**config.mk**
```make
export PLATFORM = sky130hd
export DESIGN_NAME = sevenseg_scan
export DESIGN_NICKNAME = d
export VERILOG_FILES = /design/src/rtl/sevenseg_pkg.sv /design/src/rtl/sevenseg_hex_decoder.sv /design/src/rtl/sevenseg_scan.sv
export SDC_FILE = /design/constraint.sdc
export NUM_CORES = 1
export LEC_CHECK = 0
export CAP_MARGIN = 10
export CORE_UTILIZATION = 40
export DETAILED_ROUTE_END_ITERATION = 8
export PLACE_DENSITY = 0.66
export SLEW_MARGIN = 20
export SYNTH_ARGS = -nofsm -noshare
export SYNTH_HDL_FRONTEND = slang
export SYNTH_SLANG_ARGS = --single-unit
```
**constraint.sdc**
```tcl
create_clock -name clk -period 2.4 [get_ports clk]
set_input_delay 0.72 -clock clk [delete_from_list [all_inputs] [get_ports clk]]
set_output_delay 0.72 -clock clk [all_outputs]
set_load 0.1 [all_outputs]
```
**src/rtl/sevenseg_pkg.sv**
```systemverilog
// sevenseg_pkg: shared segment type, active-low gfedcba glyph constants and hex decode function
// Contents: seg_t, SEG_BLANK, SEG_0..SEG_F, hex_to_seg(nibble, hex_en)
package sevenseg_pkg;
    typedef logic [6:0] seg_t;
    localparam seg_t SEG_BLANK = 7'h7F;
    localparam seg_t SEG_0 = 7'b1000000;
    localparam seg_t SEG_1 = 7'b1111001;
    localparam seg_t SEG_2 = 7'b0100100;
    localparam seg_t SEG_3 = 7'b0110000;
    localparam seg_t SEG_4 = 7'b0011001;
    localparam seg_t SEG_5 = 7'b0010010;
    localparam seg_t SEG_6 = 7'b0000010;
    localparam seg_t SEG_7 = 7'b1111000;
    localparam seg_t SEG_8 = 7'b0000000;
    localparam seg_t SEG_9 = 7'b0010000;
    localparam seg_t SEG_A = 7'b0001000;
    localparam seg_t SEG_B = 7'b0000011;
    localparam seg_t SEG_C = 7'b1000110;
    localparam seg_t SEG_D = 7'b0100001;
    localparam seg_t SEG_E = 7'b0000110;
    localparam seg_t SEG_F = 7'b0001110;

    function automatic seg_t hex_to_seg(input logic [3:0] nibble, input logic hex_en);
        seg_t s;
        case (nibble)
            4'h0:    s = SEG_0;
            4'h1:    s = SEG_1;
            4'h2:    s = SEG_2;
            4'h3:    s = SEG_3;
            4'h4:    s = SEG_4;
            4'h5:    s = SEG_5;
            4'h6:    s = SEG_6;
            4'h7:    s = SEG_7;
            4'h8:    s = SEG_8;
            4'h9:    s = SEG_9;
            4'hA:    s = SEG_A;
            4'hB:    s = SEG_B;
            4'hC:    s = SEG_C;
            4'hD:    s = SEG_D;
            4'hE:    s = SEG_E;
            default: s = SEG_F;
        endcase
        return (nibble > 4'd9 && !hex_en) ? SEG_BLANK : s;
    endfunction
endpackage

```
**src/rtl/sevenseg_hex_decoder.sv**
```systemverilog
// sevenseg_hex_decoder: combinational nibble to active-low seven-segment glyph
// Ports: i_nibble (4-bit value), o_seg (gfedcba, 0 = lit); HEX_EN=0 blanks codes 10-15
module sevenseg_hex_decoder
    import sevenseg_pkg::*;
#(
    parameter int HEX_EN = 1
) (
    input  logic [3:0] i_nibble,
    output seg_t       o_seg
);
    assign o_seg = hex_to_seg(i_nibble, HEX_EN != 0);
endmodule

```
**src/rtl/sevenseg_scan.sv**
```systemverilog
// sevenseg_scan: time-multiplexed N-digit seven-segment driver with frame-synchronous updates
// Ports: clk, rst_n (async active-low); digits_i/dp_i/blank_i/lzs_en captured on load;
//        segments_o/dp_o active-low, an_o per-digit enables, frame_done pulse at scan wrap
module sevenseg_scan
    import sevenseg_pkg::*;
#(
    parameter int N_DIGITS      = 4,
    parameter int REFRESH_DIV   = 50000,
    parameter int BLANK_CYC     = 16,
    parameter int HEX_EN        = 1,
    parameter int AN_ACTIVE_LOW = 1
) (
    input  logic                  clk,
    input  logic                  rst_n,
    input  logic [4*N_DIGITS-1:0] digits_i,
    input  logic [N_DIGITS-1:0]   dp_i,
    input  logic [N_DIGITS-1:0]   blank_i,
    input  logic                  lzs_en,
    input  logic                  load,
    output seg_t                  segments_o,
    output logic                  dp_o,
    output logic [N_DIGITS-1:0]   an_o,
    output logic                  frame_done
);
    localparam int CW = $clog2(REFRESH_DIV);
    localparam int IW = $clog2(N_DIGITS);
    // XOR mask: the inactive anode level, also turns a one-hot into the right polarity
    localparam logic [N_DIGITS-1:0] AN_OFF = {N_DIGITS{AN_ACTIVE_LOW != 0}};

    logic [CW-1:0]         r_cnt;
    logic [IW-1:0]         r_idx;
    logic [4*N_DIGITS-1:0] r_pend_dig, r_act_dig;
    logic [N_DIGITS-1:0]   r_pend_dp, r_act_dp;
    logic [N_DIGITS-1:0]   r_pend_bl, r_act_bl;
    logic                  r_pend_lzs, r_act_lzs;
    logic                  r_pend_v;
    logic                  r_wrapped;

    logic                  w_slot_end;
    logic                  w_bound;
    logic [3:0]            w_nib;
    seg_t                  w_seg;
    logic [N_DIGITS-1:0]   w_dark;
    logic                  w_dark_cur;
    logic [N_DIGITS-1:0]   w_an;

    assign w_slot_end = r_cnt == CW'(REFRESH_DIV - 1);
    assign w_bound    = w_slot_end && r_idx == IW'(N_DIGITS - 1);
    assign w_nib      = r_act_dig[{r_idx, 2'b00} +: 4];
    assign w_dark_cur = w_dark[r_idx];
    assign w_an       = int'(r_cnt) >= BLANK_CYC ? ((N_DIGITS'(1) << r_idx) ^ AN_OFF) : AN_OFF;

    // Walk from the most significant digit down; a digit is suppressed while all digits
    // at and above it are zero, except digit 0 which always shows.
    always_comb begin
        logic all_zero;
        all_zero = 1'b1;
        w_dark   = '0;
        for (int k = N_DIGITS - 1; k >= 0; k--) begin
            all_zero  = all_zero && (r_act_dig[4*k +: 4] == 4'd0);
            w_dark[k] = r_act_bl[k] || (r_act_lzs && all_zero && k != 0);
        end
    end

    sevenseg_hex_decoder #(.HEX_EN(HEX_EN)) u_dec (
        .i_nibble(w_nib),
        .o_seg   (w_seg)
    );

    always_ff @(posedge clk or negedge rst_n) begin
        if (!rst_n) begin
            r_cnt      <= '0;
            r_idx      <= '0;
            r_pend_dig <= '0;
            r_pend_dp  <= '0;
            r_pend_bl  <= '0;
            r_pend_lzs <= 1'b0;
            r_pend_v   <= 1'b0;
            r_act_dig  <= '0;
            r_act_dp   <= '0;
            r_act_bl   <= '0;
            r_act_lzs  <= 1'b0;
            r_wrapped  <= 1'b0;
            segments_o <= SEG_BLANK;
            dp_o       <= 1'b1;
            an_o       <= AN_OFF;
            frame_done <= 1'b0;
        end else begin
            r_cnt <= w_slot_end ? '0 : r_cnt + 1'b1;
            if (w_slot_end)
                r_idx <= w_bound ? '0 : r_idx + 1'b1;
            if (load) begin
                r_pend_dig <= digits_i;
                r_pend_dp  <= dp_i;
                r_pend_bl  <= blank_i;
                r_pend_lzs <= lzs_en;
            end
            r_pend_v <= !w_bound && (r_pend_v || load);
            // A load landing on the boundary bypasses pending so it is the value committed
            if (w_bound && (load || r_pend_v)) begin
                r_act_dig <= load ? digits_i : r_pend_dig;
                r_act_dp  <= load ? dp_i : r_pend_dp;
                r_act_bl  <= load ? blank_i : r_pend_bl;
                r_act_lzs <= load ? lzs_en : r_pend_lzs;
            end
            // Delayed twice so the pulse lines up with the registered first output of digit 0
            r_wrapped  <= w_bound;
            frame_done <= r_wrapped;
            segments_o <= w_dark_cur ? SEG_BLANK : w_seg;
            dp_o       <= w_dark_cur || !r_act_dp[r_idx];
            an_o       <= w_an;
        end
    end
endmodule

```
# Yosys cells after proc, flatten, opt, wreduce, memory -nomap -nowiden

Memories as Yosys holds them, arrays and structs flattened.
Cells that the tools add are included.
Widths: inputs -> output; s select.

Flip-flop bits (word level): 83
Bits in read-only memories: 112
Input bits: 28
Output and inout port bits: 13
Logic and storage cells: 56
Memories: 1

Memory list:

| memory          | depth | width | rd ports | clocked after memory_dff | wr ports | line               | RTL |
|---|---|---|---|---|---|---|---|
| (no name shown) | 16    | 7     | 1        | 0                        | 0        | sevenseg_pkg.sv:25 | `case (nibble)` |

Add/sub/neg operators: 2
Order comparisons: 2
Eq/ne operators: 2
Shift operators: 2
Mux-type cells: 12
Bitwise logic cells: 1
Reduce and logical (&&, ||, !) cells: 18

Operators with widths:

| operator              | number |
|---|---|
| $mux 16               | 2 |
| $add 16x1->16 const B | 1 |
| $eq 16x16->1 const B  | 1 |
| $ge 16x5->1 const B   | 1 |
| $shiftx 16x5->4       | 1 |
| $logic_not 4->1       | 3 |
| $mux 4                | 3 |
| $logic_and 1x1->1     | 8 |
| $mux 7                | 1 |
| $logic_or 1x1->1      | 5 |
| $bmux 1 s2            | 2 |
| $not 4->4             | 1 |
| $shl 1x2->4 const A   | 1 |
| $lt 2x3->1 const B    | 1 |
| $mux 1                | 3 |
| $add 2x1->2 const B   | 1 |
| $eq 2x2->1 const B    | 1 |
| $logic_not 1->1       | 2 |
| $mux 2                | 1 |

# Longest topological paths before layout

Depth in word-level cells: 8
Depth in mapped cells: 8

# Hierarchy

A second synthesis with hierarchy kept.

Cell total of the unflattened synthesis: 282
Area total of the unflattened synthesis: 3806.2 um2

By module, submodules not included:

| module               | times used | cells an instance | area each (um2) |
|---|---|---|---|
| sevenseg_scan        | 1          | 247               | 3558.4 |
| sevenseg_hex_decoder | 1          | 35                | 247.7 |

# Worst setup path after synthesis

OpenSTA, ideal clock, no wires.

Path kind: reg2reg
From: register r_cnt[10]
To: register r_act_bl[0]
Setup time: 0.125 ns
Arrival time: 2.000 ns
Path slack: 0.275 ns
Stages on the path, launching flop included: 6
Buffers on the path: 1
Clock period less this slack: 2.125 ns
Cells stage by stage: dfrtp_1 or4_4 nor4_4 nand4b_4 buf_6 mux2_4

Cells in the longest elaborated chain, start to end: 3

RTL lines:

| element                | line                 | RTL |
|---|---|---|
| start, declared        | sevenseg_scan.sv:30  | `logic [CW-1:0] r_cnt;` |
| start signal, assigned | sevenseg_scan.sv:89  | `r_cnt <= w_slot_end ? '0 : r_cnt + 1'b1;` |
| $eq 16x16->1           | sevenseg_scan.sv:47  | `assign w_slot_end = r_cnt == CW'(REFRESH_DIV - 1);` |
| $logic_and 1x1->1      | sevenseg_scan.sv:48  | `assign w_bound = w_slot_end && r_idx == IW'(N_DIGITS - 1);` |
| $logic_and 1x1->1      | sevenseg_scan.sv:100 | `if (w_bound && (load \|\| r_pend_v)) begin` |
| end signal, assigned   | sevenseg_scan.sv:103 | `r_act_bl <= load ? blank_i : r_pend_bl;` |
| end, declared          | sevenseg_scan.sv:34  | `logic [N_DIGITS-1:0] r_pend_bl, r_act_bl;` |

No other way between the ends.
A chain may end at the register's enable or synchronous reset.

# Final worst setup path

Ends and elaborated chain as after synthesis.

==> run metrics <==
delay of the slowest cell on the worst path=0.58 ns; minimum clock period=2.20 ns; total net switching power=0.000557 W; first-pass GRT wire length=12.3 mm; routed length on met1=3.13 mm; Row Count=35; GRT Total Usage=16.0%; sequential area share after synthesis=53.4%; Post-route DRC=0; DP HPWL=5.14 mm; CTS HTree Levels=3; Setup CP Type=reg2reg; syn_nets=335; hold_buf cts=0; slowest CP cell=or4_4; most common flop cell mapped by yosys=dfrtp_1; Routability Congestion=0.793; post-synthesis cell type count=46; Critical Path End Type=flip-flop; crit path DAT=2.44 ns; CP max FO=14; first-pass detailed-route iteration total=5; cells along the critical path=or4_4 -> nor4_4 -> nand4b_4 -> buf_4 -> mux2_4; antenna-violating nets left=0; largest net degree at the start of global routing=35; Placement Cell Area=0.00451 mm²; Post-synth EDFFs=0; vias in the first global route=2508; most frequent cells in the layout=71 x dfrtp_1, 32 x mux2_2, 26 x clkdlybuf4s50_1, 20 x mux2_4, 16 x nor2_1; Top Layer Used=met4; internal power=0.00225 W; Worst Path Required=2.64 ns; final wirelength=7.25 mm; post-synthesis cell area=0.00392 mm²; clk sink count=83; met2 wire len=3.73 mm; ANT cells=0; Die X=101 µm; Fin. Hold Viols=0; VDD IR-drop max=372 µV; RSZ-0062 raised after global routing=no; async set or reset register ratio after synthesis=100%; skew final=0.00906 ns; Hold WC Path Type=in2async; Leakage=2.15 nW; total CTS buffers=9; most common library cell in the layout ignoring fill and taps=dfrtp_1; Power Density=589 mW/mm²; worst-skew pair later-pin latency=0.35 ns; synthesized instance count=295; Max-Cap Viols=0; Vert. Die Dim=101 µm; port buffer count=40; Rel. slew slack=55.2%; overflow left after global routing=0; Seq cells post-synth=83; share of cells above drive strength 1=31.8%; initial DRC count=89; syn avg cell area=13.3 µm²; YS warnings=0; Buf+Inv Stages, Crit Path=1; Slew @ Worst Pin=0.668 ns; vias post-DR=2425; total negative slack=0 ns; top cell family by delay on the critical path=simple AND/OR/NAND/NOR gates; Sw Share=19.9%; Initial Util=41.8%; DR WL met3=255 µm; Longest Clk Path Bufs=2; root buf cell=clkbuf_8; total core area=0.00937 mm²; Comb pwr share=5.4%; routed len/inst=15.3 µm; Design Area, Final=0.00476 mm²; Worst-path clk slew=0.08 ns; initial antenna violation count=0; WHS=0.306 ns; Worst setup SP type=flip-flop; IO Pins=41; area grow syn2layout=21.4%; status=complete, no violations; via/cell ratio=5.11; Final setup viols=0; R2R cell count=5; Sequential Power Share=51.7%; Max Fclk=454 MHz; clock network power share=42.9%; period utilisation layout=91.7%; CP Depth=5; Layout Nets=381; Die ar.=0.0102 mm²; TritonCTS clock tree=built; final slew viol count=0
## layer usage
layer  up-vias  global-route usage [%]
met4         0                    6.80
met5         -                       0
met3        11                    3.61
met2        45                    26.6
met1      1221                    20.0
li1       1148                       -
## power groups by stage
stage | clock network (W) | registers (W) | logic (W)
final | 0.00120 | 0.00145 | 0.000151
after detailed placement | 0 | 0.00148 | 0.000157
after global placement | 0 | 0.00147 | 0.000154
after floorplan | 0 | 0.00147 | 0.0000607
after CTS | 0.00123 | 0.00145 | 0.000157
after global routing | 0.00128 | 0.00145 | 0.000167
## through the flow
stage	utilization [%]	total power (W)	instances	worst slack, ns
finish	50.7	0.00280	475	0.199
global route	50.7	0.00290	475	0.0593
global placement	48.1	0.00163	459	0.141
CTS	50.7	0.00284	475	0.179
detailed placement	48.1	0.00163	459	0.114
floorplan	-	0.00153	295	0.275
## sequential cells by signal, indices dropped and copies added (netlist names), 2 cells and up
register,flops
r_pend_dig,16
r_pend_dp,4
r_pend_bl,4
r_cnt,16
segments_o,7
r_act_dp,4
r_act_bl,4
r_act_dig,16
an_o,4
r_idx,2
## final timing paths
kind                                 end  startpoint  slack [ns]
min in group clk              frame_done   r_wrapped        0.35
setup reg to reg             r_act_bl[0]   r_cnt[10]        0.20
hold reg to reg               frame_done   r_wrapped        0.35
max in group asynchronous  segments_o[3]       rst_n        1.45
setup / recovery             r_act_bl[0]   r_cnt[10]        0.20
hold / removal             r_pend_dig[1]       rst_n        0.31
## area by class of cell
type                            count  area, µm²
Fill cell                         848       4620
Clock buffer                       12        145
Timing Repair Buffer               47        493
Tap cell                          129        161
Inverter                           10       37.5
Multi-Input combinational cell    190       1730
Clock inverter                      4       97.6
Sequential cell                    83       2090
## logic make-up (layout without fill, tap and decap cells)
family | Yosys count | after routing | synth area share, %
simple gates | 79 | 79 | 11.9
fa+ha+maj | 12 | 12 | 3.83
flops | 83 | 83 | 53.4
buf+inv | 22 | 73 | 2.56
mux | 64 | 64 | 21.5
xor+xnor | 12 | 12 | 2.68
compound gates | 23 | 23 | 4.03
## Yosys cell counts (2+ instances only)
cell type   n  area [µm²]
ha_1       12         150
inv_1      10        37.5
and2_1      4        25.0
mux2i_1     7        70.1
mux2_4     20         300
a21oi_1     5        25.0
o31ai_1     2        15.0
nor2_1     16        60.1
mux4_2      5         113
nand3_1    14        70.1
clkbuf_1    7        26.3
nor4_1      4        25.0
xnor2_1     3        26.3
a211o_1     3        26.3
buf_2       2        10.0
nor3_1      2        10.0
xor2_1      9        78.8
o21bai_1    2        15.0
or4_1       3        22.5
a311oi_1    2        17.5
nand4_1     9        56.3
dfstp_2    12         315
or3_1       3        18.8
and3_1      3        18.8
dfrtp_1    71        1780
nand3b_1    3        22.5
mux2_2     32         360
and4_1      2        17.5
o21ai_0     3        15.0
nand2_1     8        30.0
buf_6       2        22.5
## repair_timing
| item | in CTS | in global routing |
|---|---|---|
| buffers inserted | 0 | 0 |
| setup endpoints to repair | 0 | 1 |
| gates resized for setup | 0 | 1 |
Note: power is estimated with default switching activity, not from simulation.
